<file path="config.mk">
export PLATFORM = sky130hd
export DESIGN_NAME = time_keeper
export DESIGN_NICKNAME = d
export VERILOG_FILES = /design/src/rtl/clock_pkg.sv /design/src/rtl/bcd_mod_counter.sv /design/src/rtl/time_keeper.sv
export SDC_FILE = /design/constraint.sdc
export NUM_CORES = 1
export LEC_CHECK = 0
export ABC_CLOCK_PERIOD_IN_PS = 2700
export CAP_MARGIN = 10
export CORE_MARGIN = 2
export CORE_UTILIZATION = 46
export CTS_BUF_LIST = sky130_fd_sc_hd__clkbuf_2 sky130_fd_sc_hd__clkbuf_4 sky130_fd_sc_hd__clkbuf_8
export DETAILED_ROUTE_END_ITERATION = 8
export PLACE_DENSITY_LB_ADDON = 0.1
export SYNTH_ARGS = -nofsm -noshare
export SYNTH_HDL_FRONTEND = slang
export SYNTH_HIERARCHICAL = 1
export SYNTH_SLANG_ARGS = --single-unit
</file>
<file path="constraint.sdc">
create_clock -name clock_high_hz -period 2.7 [get_ports clock_high_hz]
set_input_delay 0.54 -clock clock_high_hz [delete_from_list [all_inputs] [get_ports clock_high_hz]]
set_output_delay 0.54 -clock clock_high_hz [all_outputs]
set_load 0.01 [all_outputs]
</file>
<file path="src/rtl/clock_pkg.sv">
// Shared types and digit geometry for the BCD time-of-day counter.
package clock_pkg;

    typedef enum logic {
        RUN = 1'b0,
        SET = 1'b1
    } state_t;

    localparam int SEC_TENS_W  = 3;
    localparam int SEC_ONES_W  = 4;
    localparam int MIN_TENS_W  = 3;
    localparam int MIN_ONES_W  = 4;
    localparam int HOUR_TENS_W = 2;
    localparam int HOUR_ONES_W = 4;
    localparam int ONES_W      = 4;

    localparam int SEC_MAX  = 59;
    localparam int MIN_MAX  = 59;
    localparam int HOUR_MAX = 23;

endpackage

</file>
<file path="src/rtl/bcd_mod_counter.sv">
// Two-digit BCD counter that wraps to 00 after TENS_MAX/ONES_TOP; one cycle update latency.
// wrap is combinational from inc so carries ripple into the next counter in the same cycle.
module bcd_mod_counter
    import clock_pkg::*;
#(
    parameter int TENS_W   = 3,
    parameter int TENS_MAX = 5,
    parameter int ONES_TOP = 9
) (
    input  logic              clk,
    input  logic              rst_n,
    input  logic              inc,
    input  logic              clear,
    output logic [TENS_W-1:0] tens,
    output logic [ONES_W-1:0] ones,
    output logic              wrap
);

    logic at_top;
    logic ones_nine;

    assign at_top    = (tens == TENS_W'(TENS_MAX)) && (ones == ONES_W'(ONES_TOP));
    assign ones_nine = (ones == ONES_W'(9));
    assign wrap      = inc & at_top & ~clear;

    always_ff @(posedge clk or negedge rst_n) begin
        if (!rst_n) begin
            tens <= '0;
            ones <= '0;
        end else if (clear) begin
            tens <= '0;
            ones <= '0;
        end else if (inc) begin
            if (at_top) begin
                tens <= '0;
                ones <= '0;
            end else if (ones_nine) begin
                tens <= tens + TENS_W'(1);
                ones <= '0;
            end else begin
                ones <= ones + ONES_W'(1);
            end
        end
    end

endmodule

</file>
<file path="src/rtl/time_keeper.sv">
// 24-hour BCD time-of-day counter driven by 1 Hz edges, with a SET mode for button adjustment.
// All outputs registered; a 1 Hz rising edge sampled at edge N shows on the digits after edge N.
module time_keeper
    import clock_pkg::*;
#(
    parameter bit CLEAR_SEC_ON_SET = 1'b1
) (
    input  logic                   clock_high_hz,
    input  logic                   reset_n,
    input  logic                   clock_1hz,
    input  logic                   set_mode,
    input  logic                   inc_min,
    input  logic                   inc_hour,
    output logic [SEC_TENS_W-1:0]  sec_tens,
    output logic [SEC_ONES_W-1:0]  sec_ones,
    output logic [MIN_TENS_W-1:0]  min_tens,
    output logic [MIN_ONES_W-1:0]  min_ones,
    output logic [HOUR_TENS_W-1:0] hour_tens,
    output logic [HOUR_ONES_W-1:0] hour_ones,
    output logic                   second_tick,
    output logic                   day_rollover,
    output logic                   setting
);

    state_t state;
    logic   clk1_q;
    logic   tick;
    logic   run_tick;
    logic   enter_set;
    logic   in_set;
    logic   sec_wrap;
    logic   min_wrap;
    logic   hour_wrap;
    logic   min_inc;
    logic   hour_inc;

    // Ticks on a mode-change cycle are dropped: RUN with set_mode high is already leaving.
    assign tick      = clock_1hz & ~clk1_q;
    assign in_set    = (state == SET);
    assign run_tick  = tick & (state == RUN) & ~set_mode;
    assign enter_set = (state == RUN) & set_mode;
    assign min_inc   = (run_tick & sec_wrap) | (in_set & inc_min);
    assign hour_inc  = (run_tick & sec_wrap & min_wrap) | (in_set & inc_hour);

    bcd_mod_counter #(
        .TENS_W  (SEC_TENS_W),
        .TENS_MAX(SEC_MAX / 10),
        .ONES_TOP(SEC_MAX % 10)
    ) u_sec (
        .clk  (clock_high_hz),
        .rst_n(reset_n),
        .inc  (run_tick),
        .clear(enter_set & CLEAR_SEC_ON_SET),
        .tens (sec_tens),
        .ones (sec_ones),
        .wrap (sec_wrap)
    );

    bcd_mod_counter #(
        .TENS_W  (MIN_TENS_W),
        .TENS_MAX(MIN_MAX / 10),
        .ONES_TOP(MIN_MAX % 10)
    ) u_min (
        .clk  (clock_high_hz),
        .rst_n(reset_n),
        .inc  (min_inc),
        .clear(1'b0),
        .tens (min_tens),
        .ones (min_ones),
        .wrap (min_wrap)
    );

    bcd_mod_counter #(
        .TENS_W  (HOUR_TENS_W),
        .TENS_MAX(HOUR_MAX / 10),
        .ONES_TOP(HOUR_MAX % 10)
    ) u_hour (
        .clk  (clock_high_hz),
        .rst_n(reset_n),
        .inc  (hour_inc),
        .clear(1'b0),
        .tens (hour_tens),
        .ones (hour_ones),
        .wrap (hour_wrap)
    );

    // clk1_q resets high so a 1 Hz level already high at release is not seen as an edge.
    always_ff @(posedge clock_high_hz or negedge reset_n) begin
        if (!reset_n) begin
            state        <= RUN;
            setting      <= 1'b0;
            second_tick  <= 1'b0;
            day_rollover <= 1'b0;
            clk1_q       <= 1'b1;
        end else begin
            clk1_q       <= clock_1hz;
            second_tick  <= run_tick;
            day_rollover <= run_tick & sec_wrap & min_wrap & hour_wrap;
            case (state)
                RUN: begin
                    if (set_mode) begin
                        state   <= SET;
                        setting <= 1'b1;
                    end
                end
                SET: begin
                    if (!set_mode) begin
                        state   <= RUN;
                        setting <= 1'b0;
                    end
                end
                default: begin
                    state   <= RUN;
                    setting <= 1'b0;
                end
            endcase
        end
    end

endmodule

</file>
==> Yosys cells after proc, flatten, opt, wreduce, memory -nomap -nowiden <==
Index checks and enable logic that the tools add are counted.
{ "classes": {"add_sub_neg": 6, "n_eq_ne": 9, "muxes": 20, "n_bitwise": 19, "n_reduce_logical": 11} }
{ "op_table": {"columns": ["cell", "n"], "rows": [
  ["$mux 4", 8],
  ["$mux 3", 6],
  ["$and 1x1->1", 13],
  ["$add 4x1->4 const B", 3],
  ["$eq 4x4->1 const B", 3],
  ["$reduce_and 2->1", 4],
  ["$add 3x1->3 const B", 2],
  ["$eq 3x3->1 const B", 2],
  ["$reduce_bool 2->1", 3],
  ["$eq 4x2->1 const B", 1],
  ["$mux 2", 2],
  ["$ne 2x2->1 const B", 2],
  ["$not 1->1", 4],
  ["$logic_and 1x1->1", 3],
  ["$mux 1", 3],
  ["$reduce_bool 3->1", 1],
  ["$add 2x1->2 const B", 1],
  ["$eq 2x2->1 const B", 1],
  ["$or 1x1->1", 2],
  ["$pmux 1 s2", 1]
]} }
{ "word_totals": {"ff_bits": 25, "output_inout_bits": 23, "word_cells": 76} }

==> Logic depth before layout (Yosys ltp) <==
Gate-level depths: netlist of the first run.
{ "logic_depth": {"depth_word": 13, "ltp_mapped": 11, "ltp_nobuf": 11} }

==> Hierarchy <==
Netlist of the first run, hierarchy kept.
{ "by_module_without_submodules": {"columns": ["mod", "instances", "cells_each", "area_per_inst_um2", "seq_area_each_um2"], "rows": [
  ["bcd_mod_counter at u_min ...", 2, 44, 429.2, 175.2],
  ["bcd_mod_counter at u_hour", 1, 41, 402.9, 150.1],
  ["time_keeper", 1, 14, 209.0, 126.4]
]} }

==> Worst setup path after synthesis of the first run <==
OpenSTA, ideal clock, no wires.
{ "synth_timing": {"path_type": "input-to-reg", "from": "input set_mode", "to": "register u_hour.ones[3]", "arrival_ns": 2.730, "required_ns": 2.623, "path_slack_ns": -0.107, "stages": 10, "path_buffers": 0, "cell_sequence": "nor4b_4 -> nand4b_4 -> nor3_1 -> a22o_2 -> nand4b_4 -> nor3_1 -> a32o_2 -> and4b_2 -> o21ai_0 -> a21oi_1"} }
{ "synth_between": {"elab_chain_len": 9, "elab_cells_between_ends": 11, "cone_classes": "bitwise: 11"} }
{ "synth_lines": {"columns": ["item", "line_no", "text"], "rows": [
  ["from (decl)", "time_keeper.sv:11", "input logic set_mode,"],
  ["$not 1->1", "time_keeper.sv:40", "assign run_tick = tick & (state == RUN) & ~set_mode;"],
  ["$and 1x1->1", "time_keeper.sv:40", null],
  ["$and 1x1->1", "bcd_mod_counter.sv:24", "assign wrap = inc & at_top & ~clear;"],
  ["$and 1x1->1 *", "bcd_mod_counter.sv:24", null],
  ["named net sec_wrap", "time_keeper.sv:31", "logic sec_wrap;"],
  ["$and 1x1->1 *", "time_keeper.sv:42", "assign min_inc = (run_tick & sec_wrap) | (in_set & inc_min);"],
  ["$or 1x1->1 *", "time_keeper.sv:42", null],
  ["named net min_inc", "time_keeper.sv:34", "logic min_inc;"],
  ["$and 1x1->1 *", "bcd_mod_counter.sv:24", null],
  ["named net min_wrap", "time_keeper.sv:32", "logic min_wrap;"],
  ["$and 1x1->1 *", "time_keeper.sv:43", "assign hour_inc = (run_tick & sec_wrap & min_wrap) | (in_set & inc_hour);"],
  ["$or 1x1->1 *", "time_keeper.sv:43", null],
  ["named net hour_inc", "time_keeper.sv:35", "logic hour_inc;"],
  ["to (signal assigned)", "bcd_mod_counter.sv:41", "ones <= ones + ONES_W'(1);"],
  ["to (decl)", "bcd_mod_counter.sv:15", "output logic [ONES_W-1:0] ones,"]
]} }
The timed path passes the listed nets; every way through them passes the cells marked *.
A chain may end at the register's enable or synchronous reset.

==> Worst setup path after layout of the first run <==
{ "layout_timing": {"from": "input set_mode", "to": "register u_hour.ones[3]"} }
{ "layout_between": {"elab_cells_between_ends": 11, "cone_classes": "bitwise: 11"} }
{ "layout_rtl": {"columns": ["item", "line_no", "text"], "rows": [
  ["$and 1x1->1", "time_keeper.sv:41", "assign enter_set = (state == RUN) & set_mode;"],
  ["named net enter_set", "time_keeper.sv:29", "logic enter_set;"],
  ["$not 1->1", "bcd_mod_counter.sv:24", null],
  ["$and 1x1->1", "bcd_mod_counter.sv:24", null],
  ["named net sec_wrap", "time_keeper.sv:31", null],
  ["$and 1x1->1", "time_keeper.sv:42", null],
  ["$or 1x1->1", "time_keeper.sv:42", null],
  ["named net min_inc", "time_keeper.sv:34", null],
  ["$and 1x1->1", "bcd_mod_counter.sv:24", null],
  ["named net min_wrap", "time_keeper.sv:32", null],
  ["$and 1x1->1", "time_keeper.sv:43", null],
  ["$or 1x1->1", "time_keeper.sv:43", null],
  ["named net hour_inc", "time_keeper.sv:35", null]
]} }
The timed path passes the listed nets, and every way through them passes these cells.

==> run_results.csv, run 1 <==
group,metric,value,unit
outcome,status,"finished, final reports clean",
yosys,synth_xor_area_share,0,%
place,place_congestion,0.802,
final_layout,n_fill_cell,285,
run,cap_violations,0,
global_routing,grt_pass1_vias,1165,
setup_path,critPathMaxFanout,7,
yosys,syn_area,1470,um^2
yosys,synth_area_per_cell,10.3,um^2
setup_path,critPathRequiredTime,2.95,ns
timing,hold_viol,0,
setup_path,startpoint_type,"input pin",
route,drc,0,
timing,setup_ws,0.0695,ns
yosys,synth_fa_ha_area_share,10.2,%
yosys,yosys-mux-area-fraction,1.36,%
yosys,synth_compound_area_share,14.1,%
setup_path,slowest_stage,"clkdlybuf4s50_1",
yosys,synth_top_area_share,40.9,%
global_routing,grt_overflow,0,
clock_network,cts_buffer_depth,2,
setup_path,critPathBufInv,2,
timing,setup_tns,0,ns
yosys,synth_top_family_by_area,"simple AND/OR/NAND/NOR gates",
floorplanning,rows,20,
timing,slew_violations,0,
pwr,p_total,0.000656,W
clock_network,clkSinkCount,25,
place,place_ws,-0.427,ns
route,finalWirelength,3.00,mm
yosys,synthTopCellsByArea,"dfrtp_1 (41%), ha_1 (10%), a21oi_1 (6.1%)",
floorplanning,initial_core_util,48.2,%
global_routing,gr-usage-met2,29.7,%
timing,finClkSkew,0.00309,ns
place,numPortBuffers,28,
yosys,synth-edff-count,0,
place,dp_hpwl,2.10,mm
route,via_per_inst,5.17,
yosys,synth-simple-area-share,28.6,%
clock_network,numCtsBuffers,3,
route,detail-route-antenna-nets,0,
clock_network,clkTransAtPathRegs,0.14,ns
setup_path,crit_path_end_kind,"flip-flop",
final_layout,seqCellArea,627,um^2
place,place_inst,222,
yosys,async_flop_share,100,%
clock_network,cts_tree,"done",
route,drtIter0Drc,50,
yosys,synthFlopType,"dfrtp_1",
floorplanning,dieHeight,60.5,um
setup_path,cpPeakStageDelay,0.46,ns
pwr,power_density,338,nW/um^2
setup_path,rr_worst_depth,11,
clock_network,cts-root-buf,"clkbuf_4",
global_routing,grtUsageTotal,18.0,%
yosys,yosysWarnings,6,
final_layout,multiInputGateArea,836,um^2
final_layout,area_growth,32.0,%
yosys,yosys.area.top_type,"dfrtp_1",
yosys,ys_ff_latch,25,
clock_network,htree_num_levels,1,
setup_path,cp_cell_sequence,"clkdlybuf4s50_1 > buf_4 > ha_1 > nor3_4 > a22o_2 > nand4b_4 > nor3_4 > a32o_2 > and4b_2 > o21ai_0 > a21oi_1",
setup_path,crit_family,"simple AND/OR/NAND/NOR gates",
yosys,postSynthCellCount,143,
route,routedWlPerCell,13.1,um
floorplanning,io_pins,29,
global_routing,grt_busiest_layer,"met2",
pwr,p_leak,0.837,nW
timing,final.period_utilization,97.4,%
final_layout,finalNetCount,203,
timing,fmax,0.380,GHz
final_layout,drive_gt1_share,14.1,%
min_path,hp-class,"reg2reg",
global_routing,grt_max_degree,26,
floorplanning,fp.coreArea,3050,um^2
global_routing,grt_util_met3,3.20,%
final_layout,postLayoutCoreUtil,63.6,%
final_layout,fin_cells,228,
route,vias,1179,
timing,setup_viol,0,
setup_path,path_class,"in2reg",
floorplanning,die_w,60.5,um
yosys,synth_commonest_cells,"dfrtp_1 (24), a21oi_1 (18), nand2_1 (18), ha_1 (12)",
clock_network,postCtsHoldBufs,0,
yosys,synth_seq_area_share,42.6,%
final_layout,insertedDiodeCount,0,
route,dr.pass1.iters,4,
global_routing,antenna_found_initial,0,
pwr,ir_drop,0.186,mV
yosys,synth_most_common_cell,"dfrtp_1",
floorplanning,die_area,3660,um^2
setup_path,crit_cells,11,
yosys,yosysUniqueCellTypes,29,
global_routing,grt_pass1_wl,4.95,mm
timing,min_period,2.63,ns
setup_path,crit_top_cell,"nor3_4",
setup_path,critical_path_arrival,2.88,ns
global_routing,use_met1,23.2,%
clock_network,insertion_delay,0.31,ns
min_path,whs_path_depth,2,
layer usage:
layer	up-vias	routed length, um
li1	592	-
met1	565	1390
met2	20	1490
met3	2	106
met4	0	15
met5	-	0
worst min-delay path, cell delays in order, from the launching register on:
cell and delay (ns):
dfrtp_1 0.38, nand2_1 0.05, o21ai_0 0.06
layout make-up:
cell class              instances  area share (%)
inverters                       8            1.55
well taps                      44            2.84
flip-flops and latches         25            32.3
repair buffers                 39            18.7
multi-input cells             108            43.1
clock buffers                   4            1.55
state kept, by name (all words and copies together) (netlist names):
register      count
u_hour/ones       4
u_min/ones        4
u_sec/ones        4
u_min/tens        3
u_sec/tens        3
u_hour/tens       2
clk1_q            1
day_rollover      1
in_set            1
second_tick       1
setting           1
kinds of logic after synthesis:
logic type / count (synthesis)
AO/OA/AOI/OAI: 35
AND/OR/NAND/NOR: 57
multiplexers: 2
flip-flops: 25
buffers and inverters: 11
adder cells (fa/ha/maj): 12
other: 1
worst paths after layout:
check                                   start              to  slack [ns]
min in group asynchronous             reset_n   u_min/ones[1]        0.58
worst min-delay path                  setting         setting        0.51
max in group asynchronous             reset_n          clk1_q        1.82
worst max-delay path                 set_mode  u_hour/ones[3]        0.07
worst min register to register        setting         setting        0.51
worst max register to register  u_sec/ones[1]  u_hour/ones[3]        0.25
what timing repair did:
action	CTS	global route
gates resized for setup	0	4
pin swaps	2	3
buffers inserted	2	0
setup endpoints to repair	3	5
power breakdown:
part | internal, W | switching (W)
sequential | 0.000384 | 0.0000106
clock | 0.0000677 | 0.000112
combinational | 0.0000414 | 0.0000403
layout by cell type (no fill, tap or decap):
cell type,Yosys,routed
a211o_1,2,2
a21boi_0,3,3
a21boi_4,0,1
a21oi_1,18,18
a22o_2,1,1
a32o_2,1,1
and4_1,1,1
and4b_1,2,2
and4b_2,1,1
buf_4,0,11
clkbuf_4,0,4
clkdlybuf4s50_1,0,28
conb_1,1,2
dfrtp_1,24,24
dfstp_2,1,1
ha_1,12,12
inv_1,8,8
mux2i_1,2,2
nand2_1,18,18
nand2b_1,8,8
nand3b_1,7,7
nand4b_1,3,3
nand4b_4,2,2
nand4bb_4,1,1
nor2_1,4,4
nor3_4,0,2
nor3b_1,1,1
nor4b_4,1,1
o21ai_0,7,7
o21ai_1,2,2
or3b_1,6,6
stage by stage:
stage | area [um^2] | hold slack, ns
4_1_cts | 1920 | 0.526
3_3_place_gp | 1870 | 0.484
2_1_floorplan | 1480 | 0.244
5_1_grt | 1940 | 0.554
3_5_place_dp | 1870 | 0.494
6_report | 1940 | 0.513
Power figures use the tool's default switching activity.
==> run 2, diff against run 1 <==
--- a/config.mk
+++ b/config.mk
@@ -7,10 +7,10 @@
 export LEC_CHECK = 0
 export ABC_CLOCK_PERIOD_IN_PS = 2700
 export CAP_MARGIN = 10
-export CORE_MARGIN = 2
 export CORE_UTILIZATION = 46
 export CTS_BUF_LIST = sky130_fd_sc_hd__clkbuf_2 sky130_fd_sc_hd__clkbuf_4 sky130_fd_sc_hd__clkbuf_8
 export DETAILED_ROUTE_END_ITERATION = 8
+export MAX_ROUTING_LAYER = met4
 export PLACE_DENSITY_LB_ADDON = 0.1
 export SYNTH_ARGS = -nofsm -noshare
 export SYNTH_HDL_FRONTEND = slang
==> run 2 against run 1 <==
Net effect: register-to-register slack improved by 0.06 ns; critical path depth unchanged; die area decreased by 6.5%; sequential share of layout area decreased by 0.49 points; power down 0.37%; worst hold slack got worse by 0.039 ns; first-iteration DRC count fell by 42%; utilization increased by 0.98 points; non-clock buffer count rose by 1; global-route usage is 1.2 points higher; via count rose by 2.7%.
==> run_results.csv, run 2 (synthesized netlist as in run 1, its figures left out) <==
group,metric,value,unit
clock_network,cts-root-buf,"clkbuf_4",
timing,hold_viol,0,
floorplanning,die_w,58.5,um
final_layout,multiInputGateArea,853,um^2
final_layout,insertedDiodeCount,0,
route,via_per_inst,5.27,
timing,slew_violations,0,
setup_path,cp_cell_sequence,"inv_1 > ha_1 > nand4b_4 > nor3_4 > a22o_4 > nand4b_4 > nor3_4 > a32o_2 > and4b_2 > o21ai_0 > a21oi_1",
clock_network,insertion_delay,0.31,ns
final_layout,n_fill_cell,254,
floorplanning,rows,20,
setup_path,critPathRequiredTime,2.95,ns
route,detail-route-antenna-nets,0,
timing,min_period,2.39,ns
setup_path,r2r_end,"u_hour/ones[3]",
route,finalWirelength,2.98,mm
final_layout,postLayoutCoreUtil,64.5,%
global_routing,grtUsageTotal,19.1,%
clock_network,clkSinkCount,25,
final_layout,drive_gt1_share,14.5,%
min_path,min_from,"clock_1hz",
route,drc,0,
timing,setup_tns,0,ns
pwr,netSwitchingFraction,24.6,%
pwr,p_int,0.000493,W
route,dr.pass1.iters,4,
setup_path,slowest_stage,"dfrtp_1",
floorplanning,die_area,3430,um^2
final_layout,final_common_cell,"clkdlybuf4s50_1",
clock_network,clkTransAtPathRegs,0.14,ns
floorplanning,dieHeight,58.5,um
timing,setup_viol,0,
final_layout,finalNetCount,205,
outcome,status,"finished, final reports clean",
min_path,min_to,"clk1_q",
clock_network,postCtsHoldBufs,0,
route,drtIter0Drc,29,
setup_path,critical_path_arrival,2.64,ns
setup_path,startpoint_type,"flip-flop",
setup_path,critPathMaxFanout,6,
global_routing,antenna_found_initial,0,
pwr,p_total,0.000653,W
final_layout,seqCellArea,627,um^2
setup_path,rrSetupSlack,0.31,ns
timing,final.period_utilization,88.6,%
global_routing,grt_overflow,0,
pwr,power_frac_seq,60.4,%
floorplanning,io_pins,29,
place,place_ws,-0.374,ns
global_routing,grt_pass1_wl,5.01,mm
pwr,ir_drop,0.199,mV
timing,fmax,0.418,GHz
timing,setup_ws,0.308,ns
setup_path,cpPeakStageDelay,0.46,ns
pwr,p_sw,0.000161,W
place,place_congestion,0.833,
timing,holdWs,0.474,ns
floorplanning,fp.coreArea,3050,um^2
min_path,whs_path_depth,2,
timing,finClkSkew,0.00252,ns
pwr,clkPwrFrac,27.1,%
clock_network,numCtsBuffers,3,
setup_path,crit_family,"simple AND/OR/NAND/NOR gates",
clock_network,cts_tree,"done",
pwr,p_leak,0.867,nW
setup_path,path_class,"reg2reg",
setup_path,r2r_start,"u_sec/ones[1]",
final_layout,area_growth,34.0,%
global_routing,grt_max_degree,26,
min_path,hp-class,"in2reg",
final_layout,final_cell_mix,"clkdlybuf4s50_1 (26), dfrtp_1 (24), nand2_1 (18), a21oi_1 (18)",
place,numPortBuffers,28,
final_layout,reg_top3,"u_hour/ones (4), u_min/ones (4), u_sec/ones (4)",
setup_path,critPathBufInv,1,
pwr,power_frac_comb,12.5,%
pwr,power_density,331,nW/um^2
setup_path,rr_worst_depth,11,
clock_network,htree_num_levels,1,
route,vias,1211,
run,cap_violations,0,
clock_network,cts_buffer_depth,2,
timing,rsz0062_at_grt,"no",
place,dp_hpwl,2.03,mm
floorplanning,initial_core_util,48.2,%
route,routedWlPerCell,12.9,um
global_routing,grt_pass1_vias,1172,
setup_path,crit_path_end_kind,"flip-flop",
[run 2: changes by cell type in the layout (fill, tap and decap cells not counted)]
cell | previous run | this run
clkdlybuf4s50_1 | 28 | 26
dlymetal6s2s_1 | 0 | 2
a22o_2 | 1 | 0
a22o_4 | 0 | 1
a32o_1 | 0 | 1
buf_4 | 11 | 12
[run 2: cell type report]
class                   count  area share, %
multi-input cells         109           43.3
flip-flops and latches     25           31.8
repair buffers             40           19.0
clock buffers               4           1.52
inverters                   8           1.52
well taps                  44           2.79
[run 2: power by group through the flow]
stage | registers, W | logic, W | clock network, W
6_report | 0.000395 | 0.0000817 | 0.000177
2_1_floorplan | 0.000403 | 0.0000315 | 0
3_5_place_dp | 0.000402 | 0.0000770 | 0
4_1_cts | 0.000395 | 0.0000787 | 0.000186
3_3_place_gp | 0.000401 | 0.0000751 | 0
5_1_grt | 0.000397 | 0.0000906 | 0.000200
[run 2: repair_timing]
action                     4_1_cts  5_1_grt
pin swaps                        1        6
gates cloned                     1        0
resized for setup                1        6
setup endpoints to repair        4        5
setup buffers                    0        3
[run 2: worst max path at each step]
stage                     cells past startpoint  slack [ns]     startpoint        endpoint
after global placement                       11       -0.28       set_mode  u_hour/ones[3]
after CTS                                    11        0.01       set_mode  u_hour/ones[3]
after floorplan                              10       0.008       set_mode  u_hour/ones[3]
after global routing                         10        0.12  u_sec/ones[1]  u_hour/tens[0]
final                                        11        0.31  u_sec/ones[1]  u_hour/ones[3]
after detailed placement                     11       -0.37       set_mode  u_hour/ones[3]
[run 2: through the flow]
step,cells,instance area (um^2)
after floorplan,144,1480
after global placement,222,1870
after detailed placement,222,1870
after CTS,227,1920
after global routing,230,1970
final,230,1970
[run 2: per-layer routing]
| metal | GRT usage, % | part of all wire (%) | vias to the layer above |
|---|---|---|---|
| li1 | - | - | 599 |
| met1 | 24.4 | 48 | 590 |
| met2 | 32.0 | 49 | 20 |
| met3 | 1.98 | 2.4 | 2 |
| met4 | 6.12 | 0.64 | 0 |
| met5 | - | 0 | - |
